--- config.mk ---
export PLATFORM = sky130hd
export DESIGN_NAME = pulse_divider
export DESIGN_NICKNAME = d
export VERILOG_FILES = /design/src/rtl/pulse_divider_pkg.sv /design/src/rtl/serial_div_loader.sv /design/src/rtl/pulse_divider.sv
export SDC_FILE = /design/constraint.sdc
export NUM_CORES = 1
export LEC_CHECK = 0
export ABC_CLOCK_PERIOD_IN_PS = 3400
export CORE_ASPECT_RATIO = 0.75
export CORE_MARGIN = 2
export CORE_UTILIZATION = 45
export DETAILED_ROUTE_END_ITERATION = 16
export GPL_TIMING_DRIVEN = 0
export PLACE_DENSITY = 0.62
export SETUP_SLACK_MARGIN = 0.15
export SKIP_CTS_REPAIR_TIMING = 1
export SYNTH_ARGS = -nofsm -noshare
export SYNTH_HDL_FRONTEND = slang
export SYNTH_SLANG_ARGS = --single-unit
--- constraint.sdc ---
create_clock -name pulse_clock -period 3.4 [get_ports pulse_clock]
set_input_delay 0.34 -clock pulse_clock [delete_from_list [all_inputs] [get_ports pulse_clock]]
set_output_delay 0.34 -clock pulse_clock [all_outputs]
set_load 0.1 [all_outputs]
--- src/rtl/pulse_divider_pkg.sv ---
// pulse_divider_pkg: shared widths and types for the pulse divider
package pulse_divider_pkg;
  localparam int DIV_W = 32;
  localparam int SYNC_STAGES = 2;
  typedef logic [DIV_W-1:0] div_t;
endpackage

--- src/rtl/serial_div_loader.sv ---
// serial_div_loader: synchronizes the serial divisor port, shifts bits in MSB-first and commits on window close
module serial_div_loader
  import pulse_divider_pkg::*;
#(
  parameter int DIV_W = pulse_divider_pkg::DIV_W,
  parameter int SYNC_STAGES = pulse_divider_pkg::SYNC_STAGES
) (
  input  logic             pulse_clock,
  input  logic             external_reset,
  input  logic             sr_data,
  input  logic             sr_data_clock,
  input  logic             sr_div_data_enable,
  input  logic             sr_div_data_reset,
  output logic [DIV_W-1:0] divisor,
  output logic             load
);
  logic [SYNC_STAGES-1:0] data_s, strobe_s, win_s;
  logic                   strobe_q, win_q, strobe_rise;
  logic [DIV_W-1:0]       shift;
  assign strobe_rise = strobe_s[SYNC_STAGES-1] & ~strobe_q;
  assign load = win_q & ~win_s[SYNC_STAGES-1];
  always_ff @(posedge pulse_clock) begin
    if (!external_reset) begin
      data_s   <= '0;
      strobe_s <= '0;
      win_s    <= '0;
      strobe_q <= 1'b0;
      win_q    <= 1'b0;
      shift    <= '0;
      divisor  <= '0;
    end else begin
      data_s   <= SYNC_STAGES'({data_s, sr_data});
      strobe_s <= SYNC_STAGES'({strobe_s, sr_data_clock});
      win_s    <= SYNC_STAGES'({win_s, sr_div_data_enable});
      strobe_q <= strobe_s[SYNC_STAGES-1];
      win_q    <= win_s[SYNC_STAGES-1];
      if (sr_div_data_reset) shift <= '0;
      else if (strobe_rise && win_s[SYNC_STAGES-1]) shift <= {shift[DIV_W-2:0], data_s[SYNC_STAGES-1]};
      if (load) divisor <= shift;
    end
  end
endmodule

--- src/rtl/pulse_divider.sv ---
// pulse_divider: programmable integer divider producing a pulse train of period N from a serially loaded divisor
module pulse_divider
  import pulse_divider_pkg::*;
#(
  parameter int DIV_W = pulse_divider_pkg::DIV_W,
  parameter int SYNC_STAGES = pulse_divider_pkg::SYNC_STAGES
) (
  input  logic pulse_clock,
  input  logic external_reset,
  input  logic enable,
  input  logic sr_data,
  input  logic sr_data_clock,
  input  logic sr_div_data_enable,
  input  logic sr_div_data_reset,
  output logic divided_clock
);
  logic [DIV_W-1:0] divisor, count;
  logic             load, run;
  serial_div_loader #(.DIV_W(DIV_W), .SYNC_STAGES(SYNC_STAGES)) loader (
    .pulse_clock(pulse_clock),
    .external_reset(external_reset),
    .sr_data(sr_data),
    .sr_data_clock(sr_data_clock),
    .sr_div_data_enable(sr_div_data_enable),
    .sr_div_data_reset(sr_div_data_reset),
    .divisor(divisor),
    .load(load)
  );
  assign run = !load && enable && divisor >= DIV_W'(2);
  always_ff @(posedge pulse_clock) begin
    if (!external_reset) begin
      count         <= '0;
      divided_clock <= 1'b0;
    end else begin
      divided_clock <= run && count < (divisor >> 1);
      count         <= run && count != divisor - 1'b1 ? count + 1'b1 : '0;
    end
  end
endmodule

==> impl_metrics.yaml, run 1 <==
outcome:
  outcome: "finished clean"
cts:
  htree_levels: 3
  cts-buffers-inserted: 9
  clock-sinks: 105
  path_clk_slew_ns: 0.08
  cts_root_buf: "clkbuf_16"
  clk_latency_ns: 0.36
  cts_tree: "built"
  clockBufferDepth: 2
detailed_routing:
  routedWlPerCell_um: 15.5
  vias_per_cell: 5.52
  drt_first_pass_iters: 5
  routed_wl_um: 14400
  drc: 0
  vias: 5131
  ant_nets: 0
  drtIter0Drc: 306
power_and_ir_drop:
  design_power_total_mw: 2.35
  ir_drop_mv: 0.269
  pwr_density_cell_nw_per_um2: 352
  p_leak_nw: 2.22
layout:
  syn2layout_area_growth_pct: 11.0
  antenna_cells: 0
  postLayoutCellArea_um2: 6690
  seqCellArea_um2: 2100
  n_fill_cell: 1257
  drive_gt1_share_pct: 10.3
  final_net_count: 793
  multi_input_area_um2: 3590
timing:
  final-hold-violation-count: 0
  max_clock_freq_mhz: 321
  fin_crit_sh_pct: 91.8
  fin_crit_ns: 3.12
  tightest_slew_ns: 0.963
  report.final.slew_viol_count: 0
  setup_viol: 0
  setup-tns-final_ns: 0
  fin_skew_ns: 0.00977
  rsz0062_at_grt: "false"
  relSlewSlack_pct: 35.6
floorplan:
  die_x_um: 138
  placementRows: 36
  dieArea_um2: 14300
  core_um2: 13000
  start_util_pct: 46.3
  die-height_um: 104
  io_pins: 8
placed_design:
  placed_area_um2: 6310
  port_buffers: 7
  gp_congestion: 0.887
  dpl.hpwl_um: 11000
synthesis:
  yosysWarnings: 0
  synth_area_um2: 6020
  synth_edf_count: 0
  async_flop_share_pct: 0
  yosysSeqAreaShare_pct: 34.9
  synth_nets: 772
  avgSynthCellArea_um2: 8.23
  yosys.area.top_type: "dfxtp_1"
  synthTopCellsByArea: "dfxtp_1, nand2_1, ha_1"
  synth_top_area_share_pct: 34.9
  syn_inst: 732
  synth_ff_type: "dfxtp_1"
  ys_seq_elements: 105
  synth_cell_types: 54
critical_path:
  arrival_ns: 3.33
  cp-start-kind: "flop"
  path_cells: "clkbuf_1 -> or3_1 -> nor4_1 -> nand3_1 -> o2111ai_2 -> clkbuf_1 -> nor3_2"
  crit_path_frequent_cell: "clkbuf_1"
  critical-path-slowest-cell: "clkbuf_1"
  cp_max_fo: 10
  worstSetupPathType: "reg -> reg"
  slowest_delay_ns: 0.68
  critPathRequiredTime_ns: 3.61
  crit_path_end_kind: "flop"
run:
  max-cap-violations: 0
global_route:
  grtUsageTotal_pct: 20.9
  grt_antenna_before_repair: 0
  gr-total-overflow: 0
  grt_pass1_vias: 4767
  grt_max_degree: 22
  grt_pass1_wl_um: 23800
worst_hold_path:
  hold_path_class: "reg -> reg"
## where the power goes
group          switching [mW]  leakage [nW]  internal [mW]
Combinational          0.0243          1.23         0.0159
Sequential            0.00137         0.847           1.23
Clock                   0.548         0.147          0.530
Total                   0.574          2.22           1.78
## per-stage QoR
step                worst slack, ns  util [%]  hold slack [ns]  instances
floorplan                     0.648         -            0.412        732
global placement            -0.0268      48.5            0.417        910
detailed placement           -0.111      48.5            0.417        910
CTS                          -0.138      50.8            0.437        926
global route                  0.158      51.4            0.448        929
finish                        0.280      51.4            0.437        929
## metal layers
layer  GRT usage [%]  routed length (µm)
met5               0                   0
met4            4.93                 170
met3            3.85                 718
met2            31.9                6420
met1            30.4                7040
## worst paths after layout
| path | startpoint | to | slack [ns] | depth (start not counted) |
|---|---|---|---|---|
| min reg2reg | loader.data_s[1]$_SDFF_PN0_ | loader.shift[0]$_SDFFE_PP0P_ | 0.44 | 2 |
| min | loader.data_s[1]$_SDFF_PN0_ | loader.shift[0]$_SDFFE_PP0P_ | 0.44 | 2 |
| max reg2reg | loader.divisor[25]$_SDFFE_PN0P_ | count[26]$_SDFF_PN0_ | 0.28 | 7 |
| max | loader.divisor[25]$_SDFFE_PN0P_ | count[26]$_SDFF_PN0_ | 0.28 | 7 |
## cells in the mapped netlist (2+ instances only)
master / number
a2111oi_0: 4
a211o_1: 2
a21boi_0: 32
a21o_1: 6
a21oi_1: 42
a31oi_1: 3
and2_1: 9
and3_1: 6
and4_1: 2
buf_12: 3
buf_2: 2
buf_6: 3
clkbuf_1: 35
dfxtp_1: 105
ha_1: 33
inv_1: 36
nand2_1: 150
nand2b_1: 4
nand3_1: 25
nand3b_1: 2
nand4_1: 16
nand4b_1: 2
nor2_1: 22
nor2b_1: 4
nor3_1: 16
nor3_2: 31
nor3b_1: 2
nor4_1: 12
nor4_4: 3
nor4b_1: 2
o21ai_0: 19
o311ai_0: 2
o31ai_1: 2
or3_1: 3
or3b_2: 2
or4_1: 3
or4_4: 2
xnor2_1: 40
xor2_1: 30
## cells by family after synthesis
family                     count (synthesis)  share of synthesized area, %
muxes                                      1                         0.166
and+or+nand+nor                          324                          29.2
adders and majority gates                 33                          6.85
AOI/OAI and AO/OA                        119                          12.5
buffers and inverters                     80                          6.21
DFF                                      105                          34.9
xor gates and xnor gates                  70                          10.2
## flip-flops by register name, indices dropped and copies added (netlist names)
signal	cells
loader.shift	32
count	32
loader.win_q	1
loader.divisor	32
loader.data_s	2
loader.win_s	2
divided_clock	1
loader.strobe_q	1
loader.strobe_s	2
## placed cells by master (no fill, tap or decap), drive strengths merged, types with 22 or more instances in the layout
cell type and n:
a21boi 32, xor2 30, nor2 22, xnor2 40
clkbuf 44, nor3 47, ha 33, inv 39
dfxtp 105, nand3 25, nand2 150, a21oi 42
## cell type report
class | instances | share of cell area, %
plain buffers | 44 | 3.59
clock buffers | 9 | 3.37
clock inverters | 7 | 1.27
inverters | 36 | 2.02
multi-input cells | 547 | 53.7
flip-flops and latches | 105 | 31.4
well taps | 171 | 3.20
repair buffers | 10 | 1.38
## worst max-delay path: cells and delay by family (launching register included)
family	cells	cell delay, ns
AND/OR/NAND/NOR	4	1.27
buffers and inverters	2	0.87
AO/OA/AOI/OAI	1	0.53
flip-flops	1	0.30
(Power assumes the default switching activity.)
==> run 2: changes to the inputs <==
--- a/config.mk
+++ b/config.mk
@@ -5,7 +5,7 @@
 export SDC_FILE = /design/constraint.sdc
 export NUM_CORES = 1
 export LEC_CHECK = 0
-export ABC_CLOCK_PERIOD_IN_PS = 3400
+export ABC_CLOCK_PERIOD_IN_PS = 2980
 export CORE_ASPECT_RATIO = 0.75
 export CORE_MARGIN = 2
 export CORE_UTILIZATION = 45
@@ -14,6 +14,7 @@
 export PLACE_DENSITY = 0.62
 export SETUP_SLACK_MARGIN = 0.15
 export SKIP_CTS_REPAIR_TIMING = 1
+export SKIP_LAST_GASP = 1
 export SYNTH_ARGS = -nofsm -noshare
 export SYNTH_HDL_FRONTEND = slang
 export SYNTH_SLANG_ARGS = --single-unit
==> constraint.sdc (replaced) <==
create_clock -name pulse_clock -period 2.98 [get_ports pulse_clock]
set_input_delay 0.298 -clock pulse_clock [delete_from_list [all_inputs] [get_ports pulse_clock]]
set_output_delay 0.298 -clock pulse_clock [all_outputs]
set_load 0.1 [all_outputs]
==> impl_metrics.yaml, run 2 (synthesis results as in run 1) <==
outcome:
  outcome: "finished clean"
layout:
  top_regs: "count x32, loader.divisor x32, loader.shift x32"
  fin_cells: 935
  layout_common_cells: "nand2_1, dfxtp_1, a21oi_1, xnor2_1, inv_1"
  antenna_cells: 0
  final_net_count: 799
  final_common_cell: "nand2_1"
  drive_gt1_share_pct: 14.3
  syn2layout_area_growth_pct: 15.9
cts:
  cts_root_buf: "clkbuf_16"
  cts-buffers-inserted: 9
  clockBufferDepth: 2
  htree_levels: 3
  path_clk_slew_ns: 0.08
  clk_latency_ns: 0.36
  cts_tree: "built"
  clock-sinks: 105
critical_path:
  reg2reg_depth: 11
  reg2reg_to: "count[27]$_SDFF_PN0_"
  cp-start-kind: "flop"
  critPathRequiredTime_ns: 3.21
  ff2ff_setup_slack_ns: 0.01
  worstReg2RegStart: "loader.divisor[2]$_SDFFE_PN0P_"
  arrival_ns: 3.20
  crit_path_end_kind: "flop"
  worstSetupPathType: "reg -> reg"
  cp_max_fo: 8
floorplan:
  dieArea_um2: 14300
  io_pins: 8
  die_x_um: 138
  core_um2: 13000
  start_util_pct: 46.3
  die-height_um: 104
  placementRows: 36
placed_design:
  dpl.cell_count: 910
  port_buffers: 7
  gp_congestion: 0.887
  dpl.hpwl_um: 11000
timing:
  fin_crit_sh_pct: 99.5
  relSlewSlack_pct: 35.6
  rsz0062_at_grt: "true"
  tightest_slew_ns: 0.963
  report.final.slew_viol_count: 0
  fin_crit_ns: 2.97
  final-hold-violation-count: 0
  fin_skew_ns: 0.00887
  max_clock_freq_mhz: 337
  setup_viol: 0
global_route:
  grt_antenna_before_repair: 0
  grt_pass1_wl_um: 23800
  gr-total-overflow: 0
  grtUsageTotal_pct: 20.9
  grt_pass1_vias: 4767
  grt_max_degree: 22
power_and_ir_drop:
  design_power_total_mw: 2.68
  pwr_density_cell_nw_per_um2: 384
  p_leak_nw: 2.35
  ir_drop_mv: 0.306
detailed_routing:
  ant_nets: 0
  vias_per_cell: 5.54
  drc: 0
  vias: 5180
  routed_wl_um: 14800
  drtIter0Drc: 310
  routedWlPerCell_um: 15.8
  drt_first_pass_iters: 5
run:
  max-cap-violations: 0
worst_hold_path:
  min_from: "loader.data_s[1]$_SDFF_PN0_"
  hold-path-cell-count: 2
  hold_path_class: "reg -> reg"
  hold_end: "loader.shift[0]$_SDFFE_PP0P_"
==> run 2: cell type report <==
class,instances,area [µm²]
fillers,1227,6030
multi-input cells,547,3760
flip-flops and latches,105,2110
plain buffers,44,262
clock buffers,9,225
well taps,171,214
repair buffers,16,194
inverters,36,135
clock inverters,7,85.1
==> run 2: worst max path at each step <==
stage	from	end	slack (ns)	cells after the start
after detailed placement	loader.divisor[1]$_SDFFE_PN0P_	count[26]$_SDFF_PN0_	-0.53	11
after CTS	loader.divisor[1]$_SDFFE_PN0P_	count[26]$_SDFF_PN0_	-0.56	11
final	loader.divisor[2]$_SDFFE_PN0P_	count[27]$_SDFF_PN0_	0.01	11
after floorplan	loader.divisor[5]$_SDFFE_PN0P_	count[22]$_SDFF_PN0_	0.23	10
after global routing	loader.divisor[0]$_SDFFE_PN0P_	count[0]$_SDFF_PN0_	-0.08	12
after global placement	loader.divisor[1]$_SDFFE_PN0P_	count[2]$_SDFF_PN0_	-0.45	11
==> run 2: stage by stage <==
step / hold slack (ns) / setup WS, ns / util [%] / instance area (µm²) / TNS (ns)
after global placement: 0.417 / -0.447 / 48.5 / 6310 / -13.59
after CTS: 0.437 / -0.558 / 50.8 / 6620 / -17.11
final: 0.437 / 0.0139 / 53.6 / 6980 / 0
after detailed placement: 0.417 / -0.531 / 48.5 / 6310 / -16.36
after floorplan: 0.412 / 0.228 / - / 6020 / 0
after global routing: 0.448 / -0.0785 / 53.6 / 6980 / -1.90
==> run 2: routing by layer <==
layer	global-route usage (%)	wire length (µm)	vias up
li1	-	-	2560
met4	4.93	240	0
met1	30.4	7110	2471
met3	3.85	746	23
met2	31.9	6700	126
met5	0	0	-
==> run 2: power breakdown <==
part | total (mW) | leakage [nW] | internal [mW] | switching (mW)
registers | 1.41 | 0.848 | 1.41 | 0.00156
logic | 0.0458 | 1.35 | 0.0182 | 0.0276
clock network | 1.23 | 0.147 | 0.604 | 0.626
==> run 2: critical path: stages, from the launching register on <==
cell,delay [ns]
dfxtp_2,0.32
buf_6,0.12
or4_4,0.58
nor4_4,0.24
buf_6,0.18
nand3_2,0.08
or4_4,0.45
a221oi_2,0.23
and4_1,0.27
buf_12,0.17
clkbuf_16,0.16
nor3_2,0.04
==> run 3: changes to the inputs <==
--- a/config.mk
+++ b/config.mk
@@ -9,6 +9,7 @@
 export CORE_ASPECT_RATIO = 0.75
 export CORE_MARGIN = 2
 export CORE_UTILIZATION = 45
+export CTS_CLUSTER_DIAMETER = 200
 export DETAILED_ROUTE_END_ITERATION = 16
 export GPL_TIMING_DRIVEN = 0
 export PLACE_DENSITY = 0.62
==> results of run 3 <==
Final layout, timing and power as in run 2 (identical DEF).
